**config.mk**
```make
export PLATFORM = sky130hd
export DESIGN_NAME = rx_packetizer_flat
export DESIGN_NICKNAME = d
export VERILOG_FILES = /design/src/rtl/rx_packetizer_if.sv /design/src/rtl/rx_packetizer.sv /design/src/flat_wrapper.sv
export SDC_FILE = /design/constraint.sdc
export NUM_CORES = 1
export LEC_CHECK = 0
export BUFFER_PORTS_ARGS = -buffer_cell sky130_fd_sc_hd__buf_2
export CORE_MARGIN = 3
export CORE_UTILIZATION = 31
export DETAILED_ROUTE_END_ITERATION = 10
export PLACE_DENSITY = 0.51
export SLEW_MARGIN = 10
export SYNTH_ARGS = -nofsm -noshare
export SYNTH_HDL_FRONTEND = slang
export SYNTH_SLANG_ARGS = --single-unit
```
**constraint.sdc**
```tcl
create_clock -name clk -period 3.8 [get_ports clk]
set_input_delay 0.19 -clock clk [delete_from_list [all_inputs] [get_ports clk]]
set_output_delay 0.19 -clock clk [all_outputs]
set_load 0.02 [all_outputs]
```
**src/rtl/rx_packetizer_if.sv**
```systemverilog
// Byte-stream input, command/word/packet-status outputs of the RX packetizer.
// slave = packetizer side, master = receiver/downstream side.
interface rx_packetizer_if;
    localparam int unsigned BYTE_W = 8;
    localparam int unsigned WORD_W = 32;
    localparam int unsigned NB_W   = 3;

    logic [BYTE_W-1:0] rxd_data;
    logic              rxd_data_ready;
    logic              desync;
    logic [BYTE_W-1:0] cmd;
    logic [BYTE_W-1:0] cmd_len;
    logic              cmd_valid;
    logic [WORD_W-1:0] word_data;
    logic [NB_W-1:0]   word_nbytes;
    logic              word_last;
    logic              word_valid;
    logic              word_ready;
    logic              pkt_done;
    logic              pkt_ok;

    modport slave (
        input  rxd_data, rxd_data_ready, word_ready,
        output desync, cmd, cmd_len, cmd_valid,
               word_data, word_nbytes, word_last, word_valid,
               pkt_done, pkt_ok
    );

    modport master (
        output rxd_data, rxd_data_ready, word_ready,
        input  desync, cmd, cmd_len, cmd_valid,
               word_data, word_nbytes, word_last, word_valid,
               pkt_done, pkt_ok
    );
endinterface

```
**src/rtl/rx_packetizer.sv**
```systemverilog
// Parses CMD/LEN/payload/CHK byte packets into command info and little-endian
// 32-bit payload words, with XOR checksum, overflow tracking and inter-byte timeout.
module rx_packetizer #(
    parameter int unsigned TIMEOUT_CYCLES = 1000000,
    parameter int unsigned TO_W           = 20
) (
    input  logic            clk,
    input  logic            reset,
    rx_packetizer_if.slave  bus
);
    localparam int unsigned BYTE_W = 8;
    localparam int unsigned WORD_W = 32;
    localparam int unsigned LANE_W = 2;
    localparam int unsigned NB_W   = 3;
    localparam logic [TO_W-1:0] TO_LAST = TO_W'(TIMEOUT_CYCLES - 1);

    typedef enum logic [1:0] {S_CMD, S_LEN, S_PAY, S_CHK} state_e;

    state_e              state_q, state_d;
    logic [BYTE_W-1:0]   cmd_q, cmd_d;
    logic [BYTE_W-1:0]   len_q, len_d;
    logic [BYTE_W-1:0]   rem_q, rem_d;
    logic [BYTE_W-1:0]   xor_q, xor_d;
    logic [LANE_W-1:0]   lane_q, lane_d;
    logic [WORD_W-1:0]   asm_q, asm_d;
    logic                ovf_q, ovf_d;
    logic [TO_W-1:0]     to_q, to_d;

    logic                cmd_valid_q, cmd_valid_d;
    logic                desync_q, desync_d;
    logic                pkt_done_q, pkt_done_d;
    logic                pkt_ok_q, pkt_ok_d;
    logic [WORD_W-1:0]   word_data_q, word_data_d;
    logic [NB_W-1:0]     word_nbytes_q, word_nbytes_d;
    logic                word_last_q, word_last_d;
    logic                word_valid_q, word_valid_d;

    logic                strobe_c;
    logic                timeout_c;
    logic                word_done_c;
    logic                slot_blocked_c;
    logic [WORD_W-1:0]   lane_word_c;
    logic [TO_W-1:0]     to_inc_c;

    assign strobe_c       = bus.rxd_data_ready;
    assign to_inc_c       = to_q + TO_W'(1);
    // Fires so that pkt_done lands exactly TIMEOUT_CYCLES cycles after the last byte.
    assign timeout_c      = !strobe_c && (state_q != S_CMD) && (to_inc_c == TO_LAST);
    assign lane_word_c    = asm_q | (WORD_W'(bus.rxd_data) << {lane_q, 3'b000});
    assign word_done_c    = (lane_q == LANE_W'(3)) || (rem_q == BYTE_W'(1));
    assign slot_blocked_c = word_valid_q && !bus.word_ready;

    always_comb begin
        state_d       = state_q;
        cmd_d         = cmd_q;
        len_d         = len_q;
        rem_d         = rem_q;
        xor_d         = xor_q;
        lane_d        = lane_q;
        asm_d         = asm_q;
        ovf_d         = ovf_q;
        cmd_valid_d   = 1'b0;
        desync_d      = 1'b0;
        pkt_done_d    = 1'b0;
        pkt_ok_d      = 1'b0;
        word_data_d   = word_data_q;
        word_nbytes_d = word_nbytes_q;
        word_last_d   = word_last_q;
        word_valid_d  = slot_blocked_c;
        to_d          = (strobe_c || state_q == S_CMD) ? '0 : to_inc_c;

        unique case (state_q)
            S_CMD: begin
                if (strobe_c) begin
                    cmd_d   = bus.rxd_data;
                    xor_d   = bus.rxd_data;
                    state_d = S_LEN;
                end
            end
            S_LEN: begin
                if (strobe_c) begin
                    len_d       = bus.rxd_data;
                    rem_d       = bus.rxd_data;
                    xor_d       = xor_q ^ bus.rxd_data;
                    lane_d      = '0;
                    asm_d       = '0;
                    cmd_valid_d = 1'b1;
                    state_d     = (bus.rxd_data == '0) ? S_CHK : S_PAY;
                end
            end
            S_PAY: begin
                if (strobe_c) begin
                    xor_d = xor_q ^ bus.rxd_data;
                    rem_d = rem_q - BYTE_W'(1);
                    if (word_done_c) begin
                        asm_d  = '0;
                        lane_d = '0;
                        // Output slot still owned by downstream: drop the word.
                        if (slot_blocked_c) begin
                            ovf_d = 1'b1;
                        end else begin
                            word_data_d   = lane_word_c;
                            word_nbytes_d = NB_W'(lane_q) + NB_W'(1);
                            word_last_d   = (rem_q == BYTE_W'(1));
                            word_valid_d  = 1'b1;
                        end
                    end else begin
                        asm_d  = lane_word_c;
                        lane_d = lane_q + LANE_W'(1);
                    end
                    if (rem_q == BYTE_W'(1)) begin
                        state_d = S_CHK;
                    end
                end
            end
            S_CHK: begin
                if (strobe_c) begin
                    pkt_done_d = 1'b1;
                    pkt_ok_d   = (bus.rxd_data == xor_q) && !ovf_q;
                    desync_d   = (bus.rxd_data != xor_q);
                    ovf_d      = 1'b0;
                    state_d    = S_CMD;
                end
            end
            default: state_d = S_CMD;
        endcase

        // Abort leaves any already-presented word untouched.
        if (timeout_c) begin
            pkt_done_d = 1'b1;
            pkt_ok_d   = 1'b0;
            desync_d   = 1'b1;
            asm_d      = '0;
            lane_d     = '0;
            ovf_d      = 1'b0;
            to_d       = '0;
            state_d    = S_CMD;
        end
    end

    always_ff @(posedge clk or posedge reset) begin
        if (reset) begin
            state_q       <= S_CMD;
            cmd_q         <= '0;
            len_q         <= '0;
            rem_q         <= '0;
            xor_q         <= '0;
            lane_q        <= '0;
            asm_q         <= '0;
            ovf_q         <= 1'b0;
            to_q          <= '0;
            cmd_valid_q   <= 1'b0;
            desync_q      <= 1'b0;
            pkt_done_q    <= 1'b0;
            pkt_ok_q      <= 1'b0;
            word_data_q   <= '0;
            word_nbytes_q <= '0;
            word_last_q   <= 1'b0;
            word_valid_q  <= 1'b0;
        end else begin
            state_q       <= state_d;
            cmd_q         <= cmd_d;
            len_q         <= len_d;
            rem_q         <= rem_d;
            xor_q         <= xor_d;
            lane_q        <= lane_d;
            asm_q         <= asm_d;
            ovf_q         <= ovf_d;
            to_q          <= to_d;
            cmd_valid_q   <= cmd_valid_d;
            desync_q      <= desync_d;
            pkt_done_q    <= pkt_done_d;
            pkt_ok_q      <= pkt_ok_d;
            word_data_q   <= word_data_d;
            word_nbytes_q <= word_nbytes_d;
            word_last_q   <= word_last_d;
            word_valid_q  <= word_valid_d;
        end
    end

    assign bus.cmd         = cmd_q;
    assign bus.cmd_len     = len_q;
    assign bus.cmd_valid   = cmd_valid_q;
    assign bus.desync      = desync_q;
    assign bus.pkt_done    = pkt_done_q;
    assign bus.pkt_ok      = pkt_ok_q;
    assign bus.word_data   = word_data_q;
    assign bus.word_nbytes = word_nbytes_q;
    assign bus.word_last   = word_last_q;
    assign bus.word_valid  = word_valid_q;
endmodule

```
**src/flat_wrapper.sv**
```systemverilog
// flat-port wrapper written by rule: the top's interface ports become plain ports
module rx_packetizer_flat 
#(
    parameter int unsigned TIMEOUT_CYCLES = 1000000,
    parameter int unsigned TO_W           = 20
)
  (clk, reset, bus_rxd_data, bus_rxd_data_ready, bus_word_ready, bus_desync, bus_cmd, bus_cmd_len, bus_cmd_valid, bus_word_data, bus_word_nbytes, bus_word_last, bus_word_valid, bus_pkt_done, bus_pkt_ok);
  rx_packetizer_if bus_i ();
  input  logic clk;
  input  logic reset;
  input wire logic [$bits(bus_i.rxd_data)-1:0] bus_rxd_data;
  input wire logic [$bits(bus_i.rxd_data_ready)-1:0] bus_rxd_data_ready;
  input wire logic [$bits(bus_i.word_ready)-1:0] bus_word_ready;
  output wire logic [$bits(bus_i.desync)-1:0] bus_desync;
  output wire logic [$bits(bus_i.cmd)-1:0] bus_cmd;
  output wire logic [$bits(bus_i.cmd_len)-1:0] bus_cmd_len;
  output wire logic [$bits(bus_i.cmd_valid)-1:0] bus_cmd_valid;
  output wire logic [$bits(bus_i.word_data)-1:0] bus_word_data;
  output wire logic [$bits(bus_i.word_nbytes)-1:0] bus_word_nbytes;
  output wire logic [$bits(bus_i.word_last)-1:0] bus_word_last;
  output wire logic [$bits(bus_i.word_valid)-1:0] bus_word_valid;
  output wire logic [$bits(bus_i.pkt_done)-1:0] bus_pkt_done;
  output wire logic [$bits(bus_i.pkt_ok)-1:0] bus_pkt_ok;
  assign bus_i.rxd_data = bus_rxd_data;
  assign bus_i.rxd_data_ready = bus_rxd_data_ready;
  assign bus_i.word_ready = bus_word_ready;
  assign bus_desync = bus_i.desync;
  assign bus_cmd = bus_i.cmd;
  assign bus_cmd_len = bus_i.cmd_len;
  assign bus_cmd_valid = bus_i.cmd_valid;
  assign bus_word_data = bus_i.word_data;
  assign bus_word_nbytes = bus_i.word_nbytes;
  assign bus_word_last = bus_i.word_last;
  assign bus_word_valid = bus_i.word_valid;
  assign bus_pkt_done = bus_i.pkt_done;
  assign bus_pkt_ok = bus_i.pkt_ok;
  rx_packetizer #(.TIMEOUT_CYCLES(TIMEOUT_CYCLES), .TO_W(TO_W)) u_core (.clk(clk), .reset(reset), .bus(bus_i));
endmodule
```
==> results.md, run 1 <==
- Die area: 20900 um^2
- CTS resizes: 0
- Hold WS: -0.0276 ns
- Pins Over Slew Limit: 0
- Fmax achieved: 341 MHz
- CTS max path bufs: 2
- Total Neg Setup Slack: 0 ns
- Overflow after GRT: 0
- Asr flop ratio synth: 1.00
- Crit path required time: 4.07 ns
- Number of flops mapped to enable cells by yosys: 0
- RePlAce Congestion: 0.861
- Postcts setup bufs: 0
- Design Area, Final: 7050 um^2
- Seq cells post-synth: 130
- Top cell type's share of synthesized area: 0.548
- Main synth FF type: dfrtp_1
- DR iter-0 viols: 387
- Via density: 5.34
- Sequential Power Share: 0.375
- Area growth syn-to-layout: 18.8%
- Sequential-to-total area share from yosys stat: 0.548
- Post-synth net total: 601
- Detail Placement HPWL: 10.3 mm
- Fin. Hold Viols: 62
- Maxcap violations: 0
- Buffers on Ports: 68
- Initial antenna violation count: 1
- Final core utilization: 0.384
- Max-Slew Margin vs Limit: 0.390
- Clock Power Share: 0.319
- Setup repair after global routing missed its margin: no
- Worst-Margin Slew: 0.911 ns
- Total wire length: 15.4 mm
- Vias: 4683
- Chip width: 144 um
- Crit path time final: 2.93 ns
- RR Startpoint: u_core.state_q[0]
- CP Launch Type: flop
- Die span in y: 144 um
- Avg WL per Cell: 17.5 um
- Logic pwr share: 0.306
- Clock latency on the worst-skew pair: 0.42 ns
- Violated checks: negative hold slack
- Hold Path Class: in -> async
- Global-route wire length before repair: 24.6 mm
- Power Internal: 3.22 mW
- Clock slew at reported path FFs: 0.06 ns
- FP Rows: 49
- CTS hold repair buffers: 0
- CP cell instances: inv_1 -> ha_1 -> or2_2 -> nor3_1 -> o2111ai_1 -> a2111oi_2 -> and3_1 -> nor2_1
- Core area: 18400 um^2
- Overall Global Routing Usage: 0.153
- Sw frac: 0.360
- Nets: 658
- CTS tree: built
- Pwr Total: 5.04 mW
- Root buffer cell: clkbuf_16
- Status: complete, but fails checks
- Worst Clk Skew: 0.0111 ns
- Worst Path Max Fanout: 21
- Number of global-route vias before repair: 4654
- Fill count: 1834
- Psw: 1.81 mW
- Antenna-violating nets left: 0
- IR drop worst, VDD: 0.000334 V
- Crit end category: flop
- PD cells: 714 nW/um^2
- Starting density of the core: 0.323
- Post-synth top area cell: dfrtp_1
- Layout cells sized above 1: 0.211
- Post-route DRC: 0
- H-tree levels: 4
- Synth cell types: 55
- Final setup vio count: 0
- CTS Buf Count: 17
- Gate count of the mapped netlist: 579
- Area after DPL: 6470 um^2
- Leakage power: 3.13 nW
- DRT Pass-1 Iters: 5
- I/O pins: 69
- Worst Setup Path Type: reg -> reg
- Synth area leaders: dfrtp_1 55%, a21oi_1 4.5%, nand2_1 4.4%
- Post-Syn Area per Cell: 10.3 um^2
- Mapped Area: 5940 um^2
- Tcrit/Tclk final: 0.771
- Num Clock Sinks: 130
- Largest net degree at the start of global routing: 71
- # diodes: 0
- CP arrival: 3.20 ns
- CP max stage delay: 0.63 ns
- Setup crit start: u_core.state_q[0]
- Max stage delay cell, worst path: and3_1
- Syn. warnings: 0
area by class of cell:
cell class                 count  area [um^2]  area share
sequential                   130         3250       0.461
clock buffer                  21          470      0.0667
tap                          229          287      0.0406
clock inverter                10          109      0.0154
inverter                      10         40.0     0.00568
multi-input combinational    400         2490       0.353
timing repair buffer          77          408      0.0578
flip-flops by register name (all words and copies together) (netlist names):
| register | count |
|---|---|
| u_core.xor_q | 8 |
| u_core.bus.pkt_ok | 1 |
| u_core.bus.cmd_valid | 1 |
| u_core.bus.word_nbytes | 3 |
| u_core.bus.cmd_len | 8 |
| u_core.bus.cmd | 8 |
| u_core.bus.word_last | 1 |
| u_core.to_q | 20 |
| u_core.ovf_q | 1 |
| u_core.bus.word_valid | 1 |
| u_core.bus.word_data | 32 |
| u_core.bus.pkt_done | 1 |
| u_core.state_q | 2 |
| u_core.asm_q | 32 |
| u_core.lane_q | 2 |
| u_core.bus.desync | 1 |
| u_core.rem_q | 8 |
final timing paths:
kind                            cells past startpoint  slack [ns]                       end
worst max-delay path                                8        0.87           u_core.to_q[16]
worst min-delay path                                2       -0.03     u_core.bus.cmd_len[1]
worst max register to register                      8        0.87           u_core.to_q[16]
worst min register to register                      2        0.47  u_core.bus.word_data[15]
max in group asynchronous                           3        2.86          u_core.asm_q[15]
min in group clk                                    3        0.21     u_core.bus.cmd_len[7]
logic make-up after synthesis:
group | count (synthesis) | share of synthesized area
multiplexers | 20 | 0.0375
flip-flops | 130 | 0.548
AO/OA/AOI/OAI | 177 | 0.188
XOR/XNOR | 20 | 0.0295
AND/OR/NAND/NOR | 173 | 0.141
buffers and inverters | 49 | 0.0348
adder cells (fa/ha/maj) | 10 | 0.0211
worst max-delay path: cells and delay by family, from the launching register on:
kind	cells	cell delay, ns
AO/OA/AOI/OAI	2	0.53
adder cells (fa/ha/maj)	1	0.25
buffers and inverters	1	0.10
flip-flops	1	0.40
AND/OR/NAND/NOR	4	1.48
stage by stage:
stage               std cells  hold WS [ns]  setup WS, ns
floorplan                 579         0.379         0.141
global placement          846         0.426          1.01
detailed placement        846         0.448         0.845
CTS                       877       0.00808         0.849
global route              877        0.0424         0.635
finish                    877       -0.0276         0.872
per-layer routing:
metal	vias up	routed length, um	track usage
li1	2217	-	-
met1	2338	7430	0.210
met2	111	7040	0.237
met3	15	665	0.0377
met4	2	208	0.0515
met5	-	7	0
synthesized netlist by cell type (all sizes together), types with 9 or more instances:
library cell and n:
mux2 18, a21oi 53, a31oi 11, nor3 15
o21ai 49, nor2 30, nand4 9, xor2 14
nand2 69, ha 10, clkbuf 30, or3 9
nor4 10, buf 9, dfrtp 130, a211oi 11
inv 10, o22ai 10, o2bb2ai 22
cells in the final DEF (no fill, tap or decap), drive strengths merged, types with 11 or more instances in the layout:
| cell type | instances |
|---|---|
| a21oi | 53 |
| dfrtp | 130 |
| nor2 | 30 |
| nand2 | 69 |
| xor2 | 14 |
| buf | 77 |
| o21ai | 49 |
| mux2 | 18 |
| a31oi | 11 |
| o2bb2ai | 22 |
| a211oi | 11 |
| nor3 | 15 |
| clkbuf | 21 |
power groups by stage:
stage          sequential [mW]  clock, mW  combinational (mW)
6_report                  1.89       1.61                1.54
3_5_place_dp              1.91          0                1.54
2_1_floorplan             2.03          0               0.951
4_1_cts                   1.89       1.64                1.55
3_3_place_gp              1.89          0                1.51
5_1_grt                   1.93       1.70                1.71
(Power assumes the default switching activity.)
==> run 2: changes to the inputs <==
Settings changed: ABC_AREA from default to 1, PLACE_DENSITY 0.51 to 0.49.
Clock period 3.8 ns to 2.9 ns, I/O delays scaled along.
==> run 2 against run 1 <==
  * The flow now finishes without violations
  * Highest routed layer is now met4
  * Sequential share of layout area down 4.2 points
  * Worst hold slack better by 0.10 ns
  * Clock power up 29%
  * Sequential cell count unchanged
==> results.md, run 2 <==
- Leakage power: 3.66 nW
- Main synth FF type: dfrtp_1
- Number of flops mapped to enable cells by yosys: 0
- Worst-Margin Slew: 0.750 ns
- PD cells: 930 nW/um^2
- Starting density of the core: 0.320
- Post-synth top area cell: dfrtp_1
- Crit path time final: 2.48 ns
- Syn. warnings: 0
- Most common cell in the synthesized netlist: nand2_1
- Logic pwr share: 0.354
- Die area: 23000 um^2
- Synth area leaders: dfrtp_1 49%, nand2_1 11%, o21ai_0 6.7%
- Pins Over Slew Limit: 0
- Hold Path Class: in -> reg
- Initial antenna violation count: 0
- FP Rows: 52
- Fin. Hold Viols: 0
- Setup crit start: u_core.state_q[0]
- I/O pins: 69
- DR iter-0 viols: 451
- CTS tree: built
- Root buffer cell: clkbuf_16
- Detail Placement HPWL: 12.0 mm
- RR Startpoint: u_core.state_q[0]
- Worst slack at placement: 0.411 ns
- Clock slew at reported path FFs: 0.06 ns
- Sequential Power Share: 0.359
- H-tree levels: 4
- Largest net degree at the start of global routing: 131
- Maxcap violations: 0
- Num Clock Sinks: 130
- Worst Setup Path Type: reg -> reg
- Post-Syn Area per Cell: 8.27 um^2
- DRT Pass-1 Iters: 4
- Setup repair after global routing missed its margin: no
- CTS resizes: 0
- Crit end category: flop
- Most common cell after layout, fill and taps aside: nand2_1
- Global-route wire length before repair: 29.3 mm
- Number of global-route vias before repair: 5357
- Crit path to: u_core.asm_q[3]
- Overall Global Routing Usage: 0.164
- Psw: 2.87 mW
- Sequential-to-total area share from yosys stat: 0.494
- Sequential cell area: 3250 um^2
- IR drop worst, VDD: 0.000478 V
- Worst Clk Skew: 0.0149 ns
- Seq cells post-synth: 130
- Postcts setup bufs: 0
- Max-Slew Margin vs Limit: 0.500
- Sw frac: 0.398
- Total Neg Setup Slack: 0 ns
- CTS Buf Count: 17
- Via density: 4.71
- Post-synth net total: 818
- # diodes: 0
- RePlAce Congestion: 0.829
- Synth cell types: 33
- Fill count: 2176
- Mapped Area: 6580 um^2
- Crit path required time: 3.21 ns
- Buffers on Ports: 68
- Power Internal: 4.35 mW
- Area growth syn-to-layout: 17.9%
- Core area: 20600 um^2
- Worst Path Max Fanout: 35
- Antenna-violating nets left: 0
- Final setup vio count: 0
- Status: complete, no violations
- Chip width: 152 um
- Post-route DRC: 0
- Vias: 5392
- Nets: 884
- CP arrival: 2.79 ns
- Reg2Reg Setup Slack: 0.42 ns
- Commonest cells in the netlist: 192 x nand2_1, 130 x dfrtp_1, 88 x o21ai_0
- Asr flop ratio synth: 1.00
- Clock latency on the worst-skew pair: 0.42 ns
- Gate count of the mapped netlist: 796
- Layout cells sized above 1: 0.174
- Avg WL per Cell: 15.5 um
- CTS max path bufs: 2
- R2R cell count: 14
- Tcrit/Tclk final: 0.856
- Die span in y: 152 um
- FF-to-FF End: u_core.asm_q[3]
- PnR worst setup slack: 0.417 ns
- Top cell type's share of synthesized area: 0.494
- Overflow after GRT: 0
- Clock Power Share: 0.287
- Pwr Total: 7.22 mW
- Fmax achieved: 403 MHz
- Multi-input logic area: 2830 um^2
- CP Launch Type: flop
- Most frequent cells in the layout: 192 x nand2_1, 130 x dfrtp_1, 88 x o21ai_0
- Total wire length: 17.8 mm
==> run 2: final cells by class <==
cell class | count | share of cell area
clock inverters | 11 | 0.0147
well taps | 270 | 0.0435
repair buffers | 77 | 0.0561
inverters | 89 | 0.0442
clock buffers | 20 | 0.0576
multi-input cells | 547 | 0.365
flip-flops and latches | 130 | 0.419
==> run 2: power by group through the flow <==
| stage | clock [mW] | combinational, mW | sequential (mW) |
|---|---|---|---|
| after floorplan | 0 | 1.79 | 2.75 |
| after global placement | 0 | 2.57 | 2.62 |
| after detailed placement | 0 | 2.59 | 2.62 |
| after CTS | 2.12 | 2.59 | 2.59 |
| after global routing | 2.19 | 2.88 | 2.66 |
| final | 2.07 | 2.55 | 2.59 |
==> run 2: metrics by stage <==
stage / cells / instance area (um^2) / util / hold WS [ns]
after floorplan: 796 / 6590 / - / 0.296
after global placement: 1112 / 7190 / 0.350 / 0.432
after detailed placement: 1112 / 7190 / 0.350 / 0.429
after CTS: 1144 / 7760 / 0.377 / 0.0807
after global routing: 1144 / 7760 / 0.377 / 0.108
final: 1144 / 7760 / 0.377 / 0.0752
==> run 2: worst max-delay path, stage by stage (launching register included) <==
cell,delay (ns)
dfrtp_1,0.43
inv_1,0.11
ha_1,0.25
nor2_1,0.24
nand3_1,0.14
nor2_1,0.10
nand3_1,0.10
nor2_1,0.11
nand2_1,0.07
nor2_2,0.13
nand3_4,0.15
nand2_8,0.24
inv_6,0.15
nand2_1,0.09
nand2_1,0.05
==> run 2: worst min path at each step <==
| stage | startpoint | end | slack (ns) | cells past startpoint |
|---|---|---|---|---|
| global placement | reset | u_core.bus.pkt_done | 0.43 | 3 |
| floorplan | bus_rxd_data_ready | u_core.bus.cmd_valid | 0.30 | 2 |
| global route | bus_word_ready | u_core.bus.word_valid | 0.11 | 4 |
| finish | bus_word_ready | u_core.bus.word_valid | 0.08 | 4 |
| detailed placement | reset | u_core.bus.pkt_ok | 0.43 | 3 |
| CTS | bus_word_ready | u_core.bus.word_valid | 0.08 | 4 |
==> run 2: metal layers <==
metal / vias to the layer above / part of all wire / global-route usage / routed length, um
li1: 2725 / - / - / -
met1: 2534 / 0.50 / 0.238 / 8820
met2: 116 / 0.45 / 0.245 / 7970
met3: 17 / 0.043 / 0.0381 / 768
met4: 0 / 0.013 / 0.0481 / 231
met5: - / 0 / 0 / 0
==> run 2: what timing repair did <==
item,4_1_cts,5_1_grt
endpoints found under the hold margin,35,0
hold buffers,1,0
endpoints found under the setup margin,0,0
==> run 2: cells by family (layout without fill, tap and decap cells) <==
group | after synthesis | count (layout) | synth area share
and+or+nand+nor | 372 | 372 | 0.252
AOI/OAI and AO/OA | 133 | 133 | 0.112
DFF | 130 | 130 | 0.494
buffers and inverters | 119 | 197 | 0.0764
xor gates and xnor gates | 21 | 21 | 0.0279
muxes | 11 | 11 | 0.0188
adders and majority gates | 10 | 10 | 0.0190
